--- src/rtl/player_pkg.sv ---
// Shared state encodings, tile constants and grid helpers for the player motion controller.
// Pure definitions; no latency, no handshake.
package player_pkg;

    typedef enum logic [2:0] {
        S_IDLE,
        S_EVAL,
        S_SKIP,
        S_QX,
        S_QY,
        S_QXY,
        S_COMMIT,
        S_DONE
    } state_t;

    localparam int TILE_EMPTY = 0;

    function automatic int unsigned pos_to_cell(input int unsigned pos, input int unsigned shift);
        return pos >> shift;
    endfunction

endpackage

--- src/rtl/player_grid_probe.sv ---
// Single map-cell query: one-cycle grid_req, then waits any number of cycles for grid_valid.
// o_done pulses with grid_valid; cell coordinates stay held until the next i_start.
module player_grid_probe
    import player_pkg::*;
#(
    parameter int GX_W   = 6,
    parameter int GY_W   = 5,
    parameter int TILE_W = 3
) (
    input  logic              clock,
    input  logic              reset,
    input  logic              i_start,
    input  logic [GX_W-1:0]   i_cell_x,
    input  logic [GY_W-1:0]   i_cell_y,
    output logic              o_done,
    output logic              o_free,
    output logic              grid_req,
    output logic [GX_W-1:0]   grid_x,
    output logic [GY_W-1:0]   grid_y,
    input  logic              grid_valid,
    input  logic [TILE_W-1:0] grid_out
);

    logic            r_req;
    logic            r_wait;
    logic [GX_W-1:0] r_gx;
    logic [GY_W-1:0] r_gy;

    always_ff @(posedge clock or posedge reset) begin
        if (reset) begin
            r_req  <= 1'b0;
            r_wait <= 1'b0;
            r_gx   <= '0;
            r_gy   <= '0;
        end else begin
            r_req <= i_start;
            if (i_start) begin
                r_wait <= 1'b1;
                r_gx   <= i_cell_x;
                r_gy   <= i_cell_y;
            end else if (grid_valid) begin
                r_wait <= 1'b0;
            end
        end
    end

    // A grid_valid arriving while not waiting (e.g. after a reset) is ignored.
    assign o_done   = r_wait & grid_valid;
    assign o_free   = (grid_out == TILE_W'(TILE_EMPTY));
    assign grid_req = r_req;
    assign grid_x   = r_gx;
    assign grid_y   = r_gy;

endmodule

--- src/rtl/player_motion_ctrl.sv ---
// Per-start player pose update (turn + per-axis collision slide), rate-limited by a tick divider.
// start->done: 2 cycles when skipped, else EVAL/queries/COMMIT/DONE; PLAYER_STRAFE_EN adds strafe keys.
module player_motion_ctrl
    import player_pkg::*;
#(
    parameter int X_W        = 14,
    parameter int Y_W        = 13,
    parameter int ANG_W      = 8,
    parameter int CELL_SHIFT = 8,
    parameter int GX_W       = 6,
    parameter int GY_W       = 5,
    parameter int TILE_W     = 3,
    parameter int TURN_STEP  = 10,
    parameter int TICK_DIV   = 1000000
) (
    input  logic              clock,
    input  logic              reset,
    input  logic              start,
    output logic              done,
    input  logic              turn_right,
    input  logic              turn_left,
    input  logic              move_forward,
    input  logic              move_backward,
`ifdef PLAYER_STRAFE_EN
    input  logic              strafe_left,
    input  logic              strafe_right,
`endif
    input  logic [X_W-1:0]    cur_pos_x,
    input  logic [Y_W-1:0]    cur_pos_y,
    input  logic [ANG_W-1:0]  cur_angle,
    input  logic [X_W:0]      dir_x,
    input  logic [Y_W:0]      dir_y,
    output logic              grid_req,
    output logic [GX_W-1:0]   grid_x,
    output logic [GY_W-1:0]   grid_y,
    input  logic              grid_valid,
    input  logic [TILE_W-1:0] grid_out,
    output logic [X_W-1:0]    next_pos_x,
    output logic [Y_W-1:0]    next_pos_y,
    output logic [ANG_W-1:0]  next_angle
);

    localparam int                CNT_W    = $clog2(TICK_DIV);
    localparam logic [CNT_W-1:0]  CNT_LOAD = CNT_W'(TICK_DIV - 1);
    localparam logic [ANG_W-1:0]  TURN_INC = ANG_W'(TURN_STEP);

    state_t             r_state, w_state_nxt;
    logic [CNT_W-1:0]   r_tick_cnt;
    logic [X_W-1:0]     r_cand_x, r_next_x;
    logic [Y_W-1:0]     r_cand_y, r_next_y;
    logic [ANG_W-1:0]   r_cand_ang, r_next_ang, w_cand_ang;
    logic               r_mv_x, r_mv_y, r_oob_x, r_oob_y;
    logic               r_fx, r_fy, r_fxy, r_issued;

    logic signed [X_W+1:0] w_cur_x_ext, w_dir_x_ext, w_step_x, w_cand_x;
    logic signed [Y_W+1:0] w_cur_y_ext, w_dir_y_ext, w_step_y, w_cand_y;
    logic                  w_fwd, w_bwd;

    logic [GX_W-1:0] w_cx_cand, w_cx_cur, w_q_cx;
    logic [GY_W-1:0] w_cy_cand, w_cy_cur, w_q_cy;
    logic            w_in_q, w_need_q, w_skip_free, w_q_adv, w_q_res;
    logic            w_probe_start, w_probe_done, w_probe_free;

    assign w_fwd       = move_forward & ~move_backward;
    assign w_bwd       = move_backward & ~move_forward;
    assign w_cur_x_ext = {2'b00, cur_pos_x};
    assign w_cur_y_ext = {2'b00, cur_pos_y};
    assign w_dir_x_ext = {dir_x[X_W], dir_x};
    assign w_dir_y_ext = {dir_y[Y_W], dir_y};

`ifdef PLAYER_STRAFE_EN
    logic signed [X_W+1:0] w_str_x;
    logic signed [Y_W+1:0] w_str_y;
    assign w_str_x = (X_W+2)'($signed(dir_y));
    assign w_str_y = (Y_W+2)'($signed(dir_x));
`endif

    always_comb begin
        w_step_x = '0;
        w_step_y = '0;
        if (w_fwd) begin
            w_step_x = w_dir_x_ext;
            w_step_y = w_dir_y_ext;
        end else if (w_bwd) begin
            w_step_x = -w_dir_x_ext;
            w_step_y = -w_dir_y_ext;
        end
`ifdef PLAYER_STRAFE_EN
        // Right strafe is the perpendicular (dir_y, -dir_x); left is its negation.
        if (strafe_right & ~strafe_left) begin
            w_step_x = w_step_x + w_str_x;
            w_step_y = w_step_y - w_str_y;
        end else if (strafe_left & ~strafe_right) begin
            w_step_x = w_step_x - w_str_x;
            w_step_y = w_step_y + w_str_y;
        end
`endif
    end

    assign w_cand_x   = w_cur_x_ext + w_step_x;
    assign w_cand_y   = w_cur_y_ext + w_step_y;
    assign w_cand_ang = (turn_right & ~turn_left) ? cur_angle + TURN_INC :
                        (turn_left & ~turn_right) ? cur_angle - TURN_INC : cur_angle;

    assign w_cx_cand = GX_W'(pos_to_cell(32'(r_cand_x), CELL_SHIFT));
    assign w_cy_cand = GY_W'(pos_to_cell(32'(r_cand_y), CELL_SHIFT));
    assign w_cx_cur  = GX_W'(pos_to_cell(32'(cur_pos_x), CELL_SHIFT));
    assign w_cy_cur  = GY_W'(pos_to_cell(32'(cur_pos_y), CELL_SHIFT));

    // Zero-step axes are free without a query; out-of-bounds axes are blocked without one.
    always_comb begin
        w_in_q      = 1'b0;
        w_need_q    = 1'b0;
        w_skip_free = 1'b0;
        w_q_cx      = w_cx_cur;
        w_q_cy      = w_cy_cur;
        case (r_state)
            S_QX: begin
                w_in_q      = 1'b1;
                w_need_q    = r_mv_x & ~r_oob_x;
                w_skip_free = ~r_mv_x;
                w_q_cx      = w_cx_cand;
            end
            S_QY: begin
                w_in_q      = 1'b1;
                w_need_q    = r_mv_y & ~r_oob_y;
                w_skip_free = ~r_mv_y;
                w_q_cy      = w_cy_cand;
            end
            S_QXY: begin
                w_in_q      = 1'b1;
                w_need_q    = r_fx & r_fy & r_mv_x & r_mv_y;
                w_skip_free = r_fx & r_fy;
                w_q_cx      = w_cx_cand;
                w_q_cy      = w_cy_cand;
            end
            default: ;
        endcase
    end

    assign w_probe_start = w_need_q & ~r_issued;
    assign w_q_adv       = w_in_q & (~w_need_q | w_probe_done);
    assign w_q_res       = w_need_q ? w_probe_free : w_skip_free;

    always_ff @(posedge clock or posedge reset) begin
        if (reset) r_state <= S_IDLE;
        else       r_state <= w_state_nxt;
    end

    always_comb begin
        w_state_nxt = r_state;
        case (r_state)
            S_IDLE:   if (start) w_state_nxt = (r_tick_cnt == '0) ? S_EVAL : S_SKIP;
            S_EVAL:   w_state_nxt = (w_step_x == '0 && w_step_y == '0) ? S_COMMIT : S_QX;
            S_SKIP:   w_state_nxt = S_DONE;
            S_QX:     if (w_q_adv) w_state_nxt = S_QY;
            S_QY:     if (w_q_adv) w_state_nxt = S_QXY;
            S_QXY:    if (w_q_adv) w_state_nxt = S_COMMIT;
            S_COMMIT: w_state_nxt = S_DONE;
            S_DONE:   w_state_nxt = S_IDLE;
            default:  w_state_nxt = S_IDLE;
        endcase
    end

    always_ff @(posedge clock or posedge reset) begin
        if (reset) begin
            r_tick_cnt <= '0;
            r_cand_x   <= '0;
            r_cand_y   <= '0;
            r_cand_ang <= '0;
            r_mv_x     <= 1'b0;
            r_mv_y     <= 1'b0;
            r_oob_x    <= 1'b0;
            r_oob_y    <= 1'b0;
            r_fx       <= 1'b0;
            r_fy       <= 1'b0;
            r_fxy      <= 1'b0;
            r_issued   <= 1'b0;
            r_next_x   <= '0;
            r_next_y   <= '0;
            r_next_ang <= '0;
        end else begin
            if (r_state == S_IDLE && start && r_tick_cnt == '0) r_tick_cnt <= CNT_LOAD;
            else if (r_tick_cnt != '0)                          r_tick_cnt <= r_tick_cnt - 1'b1;

            if (w_q_adv)            r_issued <= 1'b0;
            else if (w_probe_start) r_issued <= 1'b1;

            case (r_state)
                S_EVAL: begin
                    r_cand_x   <= w_cand_x[X_W-1:0];
                    r_cand_y   <= w_cand_y[Y_W-1:0];
                    r_cand_ang <= w_cand_ang;
                    r_oob_x    <= w_cand_x[X_W+1] | w_cand_x[X_W];
                    r_oob_y    <= w_cand_y[Y_W+1] | w_cand_y[Y_W];
                    r_mv_x     <= (w_step_x != '0);
                    r_mv_y     <= (w_step_y != '0);
                    r_fx       <= 1'b0;
                    r_fy       <= 1'b0;
                    r_fxy      <= 1'b0;
                end
                S_SKIP: begin
                    r_next_x   <= cur_pos_x;
                    r_next_y   <= cur_pos_y;
                    r_next_ang <= cur_angle;
                end
                S_QX:  if (w_q_adv) r_fx  <= w_q_res;
                S_QY:  if (w_q_adv) r_fy  <= w_q_res;
                S_QXY: if (w_q_adv) r_fxy <= w_q_res;
                S_COMMIT: begin
                    r_next_ang <= r_cand_ang;
                    r_next_x   <= cur_pos_x;
                    r_next_y   <= cur_pos_y;
                    if (r_fx & r_fy & r_fxy) begin
                        r_next_x <= r_cand_x;
                        r_next_y <= r_cand_y;
                    end else if (r_fx) begin
                        r_next_x <= r_cand_x;
                    end else if (r_fy) begin
                        r_next_y <= r_cand_y;
                    end
                end
                default: ;
            endcase
        end
    end

    player_grid_probe #(
        .GX_W   (GX_W),
        .GY_W   (GY_W),
        .TILE_W (TILE_W)
    ) u_probe (
        .clock      (clock),
        .reset      (reset),
        .i_start    (w_probe_start),
        .i_cell_x   (w_q_cx),
        .i_cell_y   (w_q_cy),
        .o_done     (w_probe_done),
        .o_free     (w_probe_free),
        .grid_req   (grid_req),
        .grid_x     (grid_x),
        .grid_y     (grid_y),
        .grid_valid (grid_valid),
        .grid_out   (grid_out)
    );

    assign done       = (r_state == S_DONE);
    assign next_pos_x = r_next_x;
    assign next_pos_y = r_next_y;
    assign next_angle = r_next_ang;

endmodule

--- config.mk ---
export PLATFORM = sky130hd
export DESIGN_NAME = player_motion_ctrl
export DESIGN_NICKNAME = d
export VERILOG_FILES = /design/src/rtl/player_pkg.sv /design/src/rtl/player_grid_probe.sv /design/src/rtl/player_motion_ctrl.sv
export SDC_FILE = /design/constraint.sdc
export NUM_CORES = 1
export LEC_CHECK = 0
export ABC_AREA = 1
export CAP_MARGIN = 20
export CORE_MARGIN = 2
export CORE_UTILIZATION = 56
export CTS_BUF_LIST = sky130_fd_sc_hd__clkbuf_8
export CTS_CLUSTER_DIAMETER = 150
export CTS_CLUSTER_SIZE = 40
export DETAILED_ROUTE_END_ITERATION = 8
export GPL_ROUTABILITY_DRIVEN = 0
export PLACE_DENSITY = 0.83
export SLEW_MARGIN = 0
export SYNTH_ARGS = -nofsm -noshare
export SYNTH_HDL_FRONTEND = slang
export SYNTH_SLANG_ARGS = --single-unit
--- constraint.sdc ---
create_clock -name clock -period 6.1 [get_ports clock]
set_input_delay 1.83 -clock clock [delete_from_list [all_inputs] [get_ports clock]]
set_output_delay 1.83 -clock clock [all_outputs]
set_load 0.1 [all_outputs]
Yosys cells after proc, flatten, opt, wreduce, memory -nomap -nowiden:

Cells that the tools add are included.
Widths: inputs -> output; s select.

* bits in registers: 114
* output and inout port bits: 48
* logic and storage cells: 127
* input bits: 75

* reduce and logical (&&, ||, !) cells: 26
* bitwise operators: 26
* muxes and demuxes: 37
* add/sub/neg operators: 7
* equality and inequality tests: 11

Operators with widths (count)
* $mux 20: 2
* $mux 13: 3
* $mux 16: 2
* $mux 15: 2
* $mux 14: 2
* $pmux 14 s2: 1
* $pmux 13 s2: 1
* $pmux 3 s7: 1
* $logic_not 20->1: 1
* $reduce_bool 20->1: 1
* $sub 20x1->20 const B: 1
* $add 15x16->16: 1
* $logic_not 16->1: 1
* $mux 8: 2
* $neg 15->16: 1
* $pmux 8 s2: 1
* $reduce_bool 16->1: 1
* $add 14x15->15: 1
* $logic_not 15->1: 1
* $mux 3: 5
* $neg 14->15: 1
* $reduce_bool 15->1: 1
* $reduce_bool 2->1: 7
* $and 1x1->1: 13
* 20 further kinds: 54

Longest topological paths before layout:

* depth in word-level cells: 9
* mapped depth: 20

Modules after synthesis:

From an unflattened synthesis, not the netlist that was laid out.

* cells, all modules: 1117
* area total of the unflattened synthesis: 7825.0 um^2

Modules (own cells, without submodules)
* player_motion_ctrl: instances 1, cells an instance 1058, area an instance 7315.8 um^2, sequential area each 2527.4 um^2
* player_grid_probe: instances 1, cells an instance 59, area an instance 509.2 um^2, sequential area each 325.3 um^2

Worst setup path after synthesis:

Ideal clock, no wire load.

* path type: input to register
* start point: input port dir_x[0]
* end point: register r_oob_x
* data required time: 5.983 ns
* stages: 20
* path slack: 2.070 ns
* path buffers: 0
* data arrival time: 3.913 ns
* setup time: 0.117 ns
* cell sequence: inv_1 > ha_1 > nand3_1 > nor2_1 > nand2_1 > nand2_1 > nand2_1 > nand3_1 > inv_1 > ha_1 > a21oi_1 > o21ai_0 > a21oi_1 > nand2_1 > a21oi_1 > nor2_1 > nand2_1 > nand3_1 > nand2_1 > nand2_1

* word-level cells in the longest chain between the ends: 5

Ends and longest elaborated chain
* start, declared: RTL line player_motion_ctrl.sv:31 `input logic [X_W:0] dir_x,`
* $neg 15->16: RTL line player_motion_ctrl.sv:85 `w_step_x = -w_dir_x_ext;`
* $mux 16: RTL line player_motion_ctrl.sv:84 `end else if (w_bwd) begin`
* $mux 16 *: RTL line player_motion_ctrl.sv:81 `if (w_fwd) begin`
* $add 15x16->16 *: RTL line player_motion_ctrl.sv:100 `assign w_cand_x = w_cur_x_ext + w_step_x;`
* $or 1x1->1 *: RTL line player_motion_ctrl.sv:194 `r_oob_x <= w_cand_x[X_W+1] | w_cand_x[X_W];`
* end signal, assigned: RTL line player_motion_ctrl.sv:194
* end, declared: RTL line player_motion_ctrl.sv:52 `logic r_mv_x, r_mv_y, r_oob_x, r_oob_y;`

Every way passes the cells marked *; elsewhere a longest branch is shown, timed or not.
A chain may end at the register's enable or synchronous reset.

Worst setup path after layout:

* start point: register r_state[2]
* end point: output port done

* word-level cells in the longest chain between the ends: 1

Ends and longest elaborated chain
* start, declared: RTL line player_motion_ctrl.sv:47 `state_t r_state, w_state_nxt;`
* start signal, assigned: RTL line player_motion_ctrl.sv:147 `else r_state <= w_state_nxt;`
* $eq 3x3->1: RTL line player_motion_ctrl.sv:247 `assign done = (r_state == S_DONE);`
* end, declared: RTL line player_motion_ctrl.sv:19 `output logic done,`

Every way passes these cells.

==> results_dict.tcl <==
set metrics [dict create \
    status "complete, no violations" \
    grt_use_total_pct 28.2 \
    h-tree-depth 4 \
    startpoint "r_state[2]" \
    rr_worst_depth 7 \
    r2r_end "next_pos_y[12]" \
    min_period_over_period_pct 76.1 \
    fmax_mhz 215 \
    worstPathArrival_ns 2.81 \
    hold_path_class "flip-flop to flip-flop" \
    hold_viol_final 0 \
    syn_to_final_growth_pct 23.1 \
    antenna_found_initial 0 \
    dpl-instance-area_um2 9050 \
    slew_viol_final 0 \
    clock_sinks 114 \
    post-cts-setup-buffer-count 0 \
    synth_seq_cells 114 \
    clock_latency_ns 0.45 \
    worst_pin_slew_ns 1.00 \
    dp_hpwl_um 14300 \
    drc_errors 0 \
    highest_layer "met4" \
    insertedDiodeCount 0 \
    ctsHoldBuffers 0 \
    power_density_nw_per_um2 486 \
    start_util_pct 57.6 \
    syn_nets 1205 \
    globalRouteOverflowTotal 0 \
    vias_per_cell 5.45 \
    synth_edf_count 0 \
    timing.final.ws_setup_ns 1.46 \
    clk_pin_slew_ns 0.07 \
    cts_buffer_depth 2 \
    slowest_delay_ns 1.15 \
    stdcell_area_um2 9470 \
    p_leak_nw 4.81 \
    grt_max_degree 58 \
    wl_um 19700 \
    final_nets 1323 \
    cts-resized-gates 0 \
    cts_root_buf "clkbuf_8" \
    layout-drive-gt1-share_pct 5.47 \
    rsz0062_at_grt "false" \
    fp-row-count 42 \
    wl_met2_um 9260 \
    fin_worst_skew_ns 0.00901 \
    ys_warn_count 0 \
    r2r-start "r_state[1]" \
    fp.dieH_um 121 \
    final_cell_mix "nand2_1, inv_1, clkdlybuf4s50_1" \
    final_common_cell "nand2_1" \
    yosysSeqAreaShare_pct 37.1 \
    rrSetupSlack_ns 3.19 \
    relSlewSlack_pct 33.0 \
    m1WireLength_um 8900 \
    place_ws_ns 1.11 \
    ys_types 50 \
    multiInputGateArea_um2 4160 \
    crit_type "flip-flop to output port" \
    setup.worst_path.end_class "output port" \
    first_pass_iters 6 \
    setup_viol 0 \
    syn-instance-count 1095 \
    slowest_stage "clkdlybuf4s50_1" \
    fin_tns_setup_ns 0 \
    n_fill_cell 1117 \
    min_period_ns 4.64 \
    seq_area_um2 2850 \
    die_area_um2 14700 \
    synthArstFlopShare_pct 100 \
    power_mw 4.60 \
    cts-buffers-inserted 17 \
    ir_drop_mv 0.388 \
    io-pin-count 123 \
    core_um2 13300 \
    grt_pass1_wl_um 33400 \
    synth_area_per_cell_um2 7.03 \
    drtIter0Drc 623 \
    wl_per_cell_um 14.1 \
    wl_met3_um 1090 \
    crit_chain "inv_1 -> nor2_1 -> clkdlybuf4s50_1" \
    final_antenna_net_count 0 \
    vias 7636 \
    netlist_area_um2 7690 \
    max_cap_violations 0 \
    port_buffers 122 \
    critPathLaunchType "flip-flop" \
    cp-endpoint "done" \
    cts_tree "built" \
    cp_max_fo 13 \
    die_x_um 121 \
    cp_data_required_time_ns 4.27 \
    synthFlopType "dfrtp_1" \
    grt_pass1_vias 7159 \
]
## flip-flops by register name, summed over array words and instances (netlist names), 5 cells and up
signal and cells:
r_tick_cnt 20, next_pos_x 14, r_cand_x 14, next_pos_y 13, r_cand_y 13, next_angle 8
r_cand_ang 8, u_probe.grid_x 6, u_probe.grid_y 5
## per-stage QoR
step / cells / utilization [%] / hold slack, ns
2_1_floorplan: 1095 / - / 0.437
3_3_place_gp: 1370 / 67.8 / 0.448
3_5_place_dp: 1370 / 67.8 / 0.456
4_1_cts: 1400 / 70.9 / 0.471
5_1_grt: 1400 / 70.9 / 0.491
6_report: 1400 / 70.9 / 0.465
## cell usage after synthesis, types with 2 or more instances
library cell	n	area (um2)
nor2_1	115	432
o22ai_1	2	12.5
o21ai_2	2	17.5
xor2_1	20	175
nor2_2	4	25.0
a31oi_1	13	81.3
ha_1	33	413
fa_1	2	40.0
nand4_1	8	50.1
nor3_2	2	20.0
dfrtp_1	114	2850
nand2_2	3	18.8
nand3_1	110	551
a21oi_1	87	435
clkbuf_1	17	63.8
o21ai_1	3	15.0
a2bb2oi_1	2	17.5
buf_2	8	40.0
o31ai_1	2	15.0
nor3_1	10	50.1
o211ai_1	2	15.0
nand2_1	261	980
o21a_1	4	30.0
xnor2_1	12	105
o21ai_0	78	390
a21o_1	3	22.5
inv_1	141	529
nor2_4	5	56.3
or2_2	6	37.5
buf_1	3	11.3
inv_2	4	15.0
## worst min-delay path by stage
stage               depth (start not counted)             to  slack [ns]           from
finish                                      2    r_cand_y[0]        0.46    r_cand_y[0]
global route                                2    r_cand_y[0]        0.49    r_cand_y[0]
CTS                                         2    r_cand_y[0]        0.47    r_cand_y[0]
detailed placement                          2    r_cand_y[0]        0.46    r_cand_y[0]
global placement                            2    r_cand_y[0]        0.45    r_cand_y[0]
floorplan                                   2  r_cand_ang[0]        0.44  r_cand_ang[0]
## cells by family after synthesis
kind of cell / after synthesis / share of synthesized area (%)
buf+inv: 175 / 8.82
compound gates: 208 / 15.0
mux: 1 / 0.130
fa+ha+maj: 35 / 5.89
simple gates: 530 / 29.5
flops: 114 / 37.1
xor+xnor: 32 / 3.64
## layer usage
metal | vias to the layer above | GRT usage (%)
li1 | 3803 | -
met5 | - | 0
met2 | 253 | 45.5
met1 | 3535 | 38.3
met3 | 45 | 5.64
met4 | 0 | 8.84
## worst max-delay path, delay by kind of cell, from the launching register on
family	cells	cell delay [ns]
and+or+nand+nor	1	0.17
buffers and inverters	2	1.52
DFF	1	0.68
## cell type report
type | instances | area share, %
Multi-Input combinational cell | 806 | 43.9
Clock buffer | 18 | 2.62
Timing Repair Buffer | 129 | 13.5
Sequential cell | 114 | 30.1
Tap cell | 176 | 2.33
Inverter | 145 | 5.77
Clock inverter | 12 | 1.76
## power by group
part	switching, mW	total, mW	internal [mW]
registers	0.216	1.28	1.07
logic	1.90	2.55	0.656
clock network	0.315	0.762	0.447
total	2.43	4.60	2.17
Power figures use the tool's default switching activity.
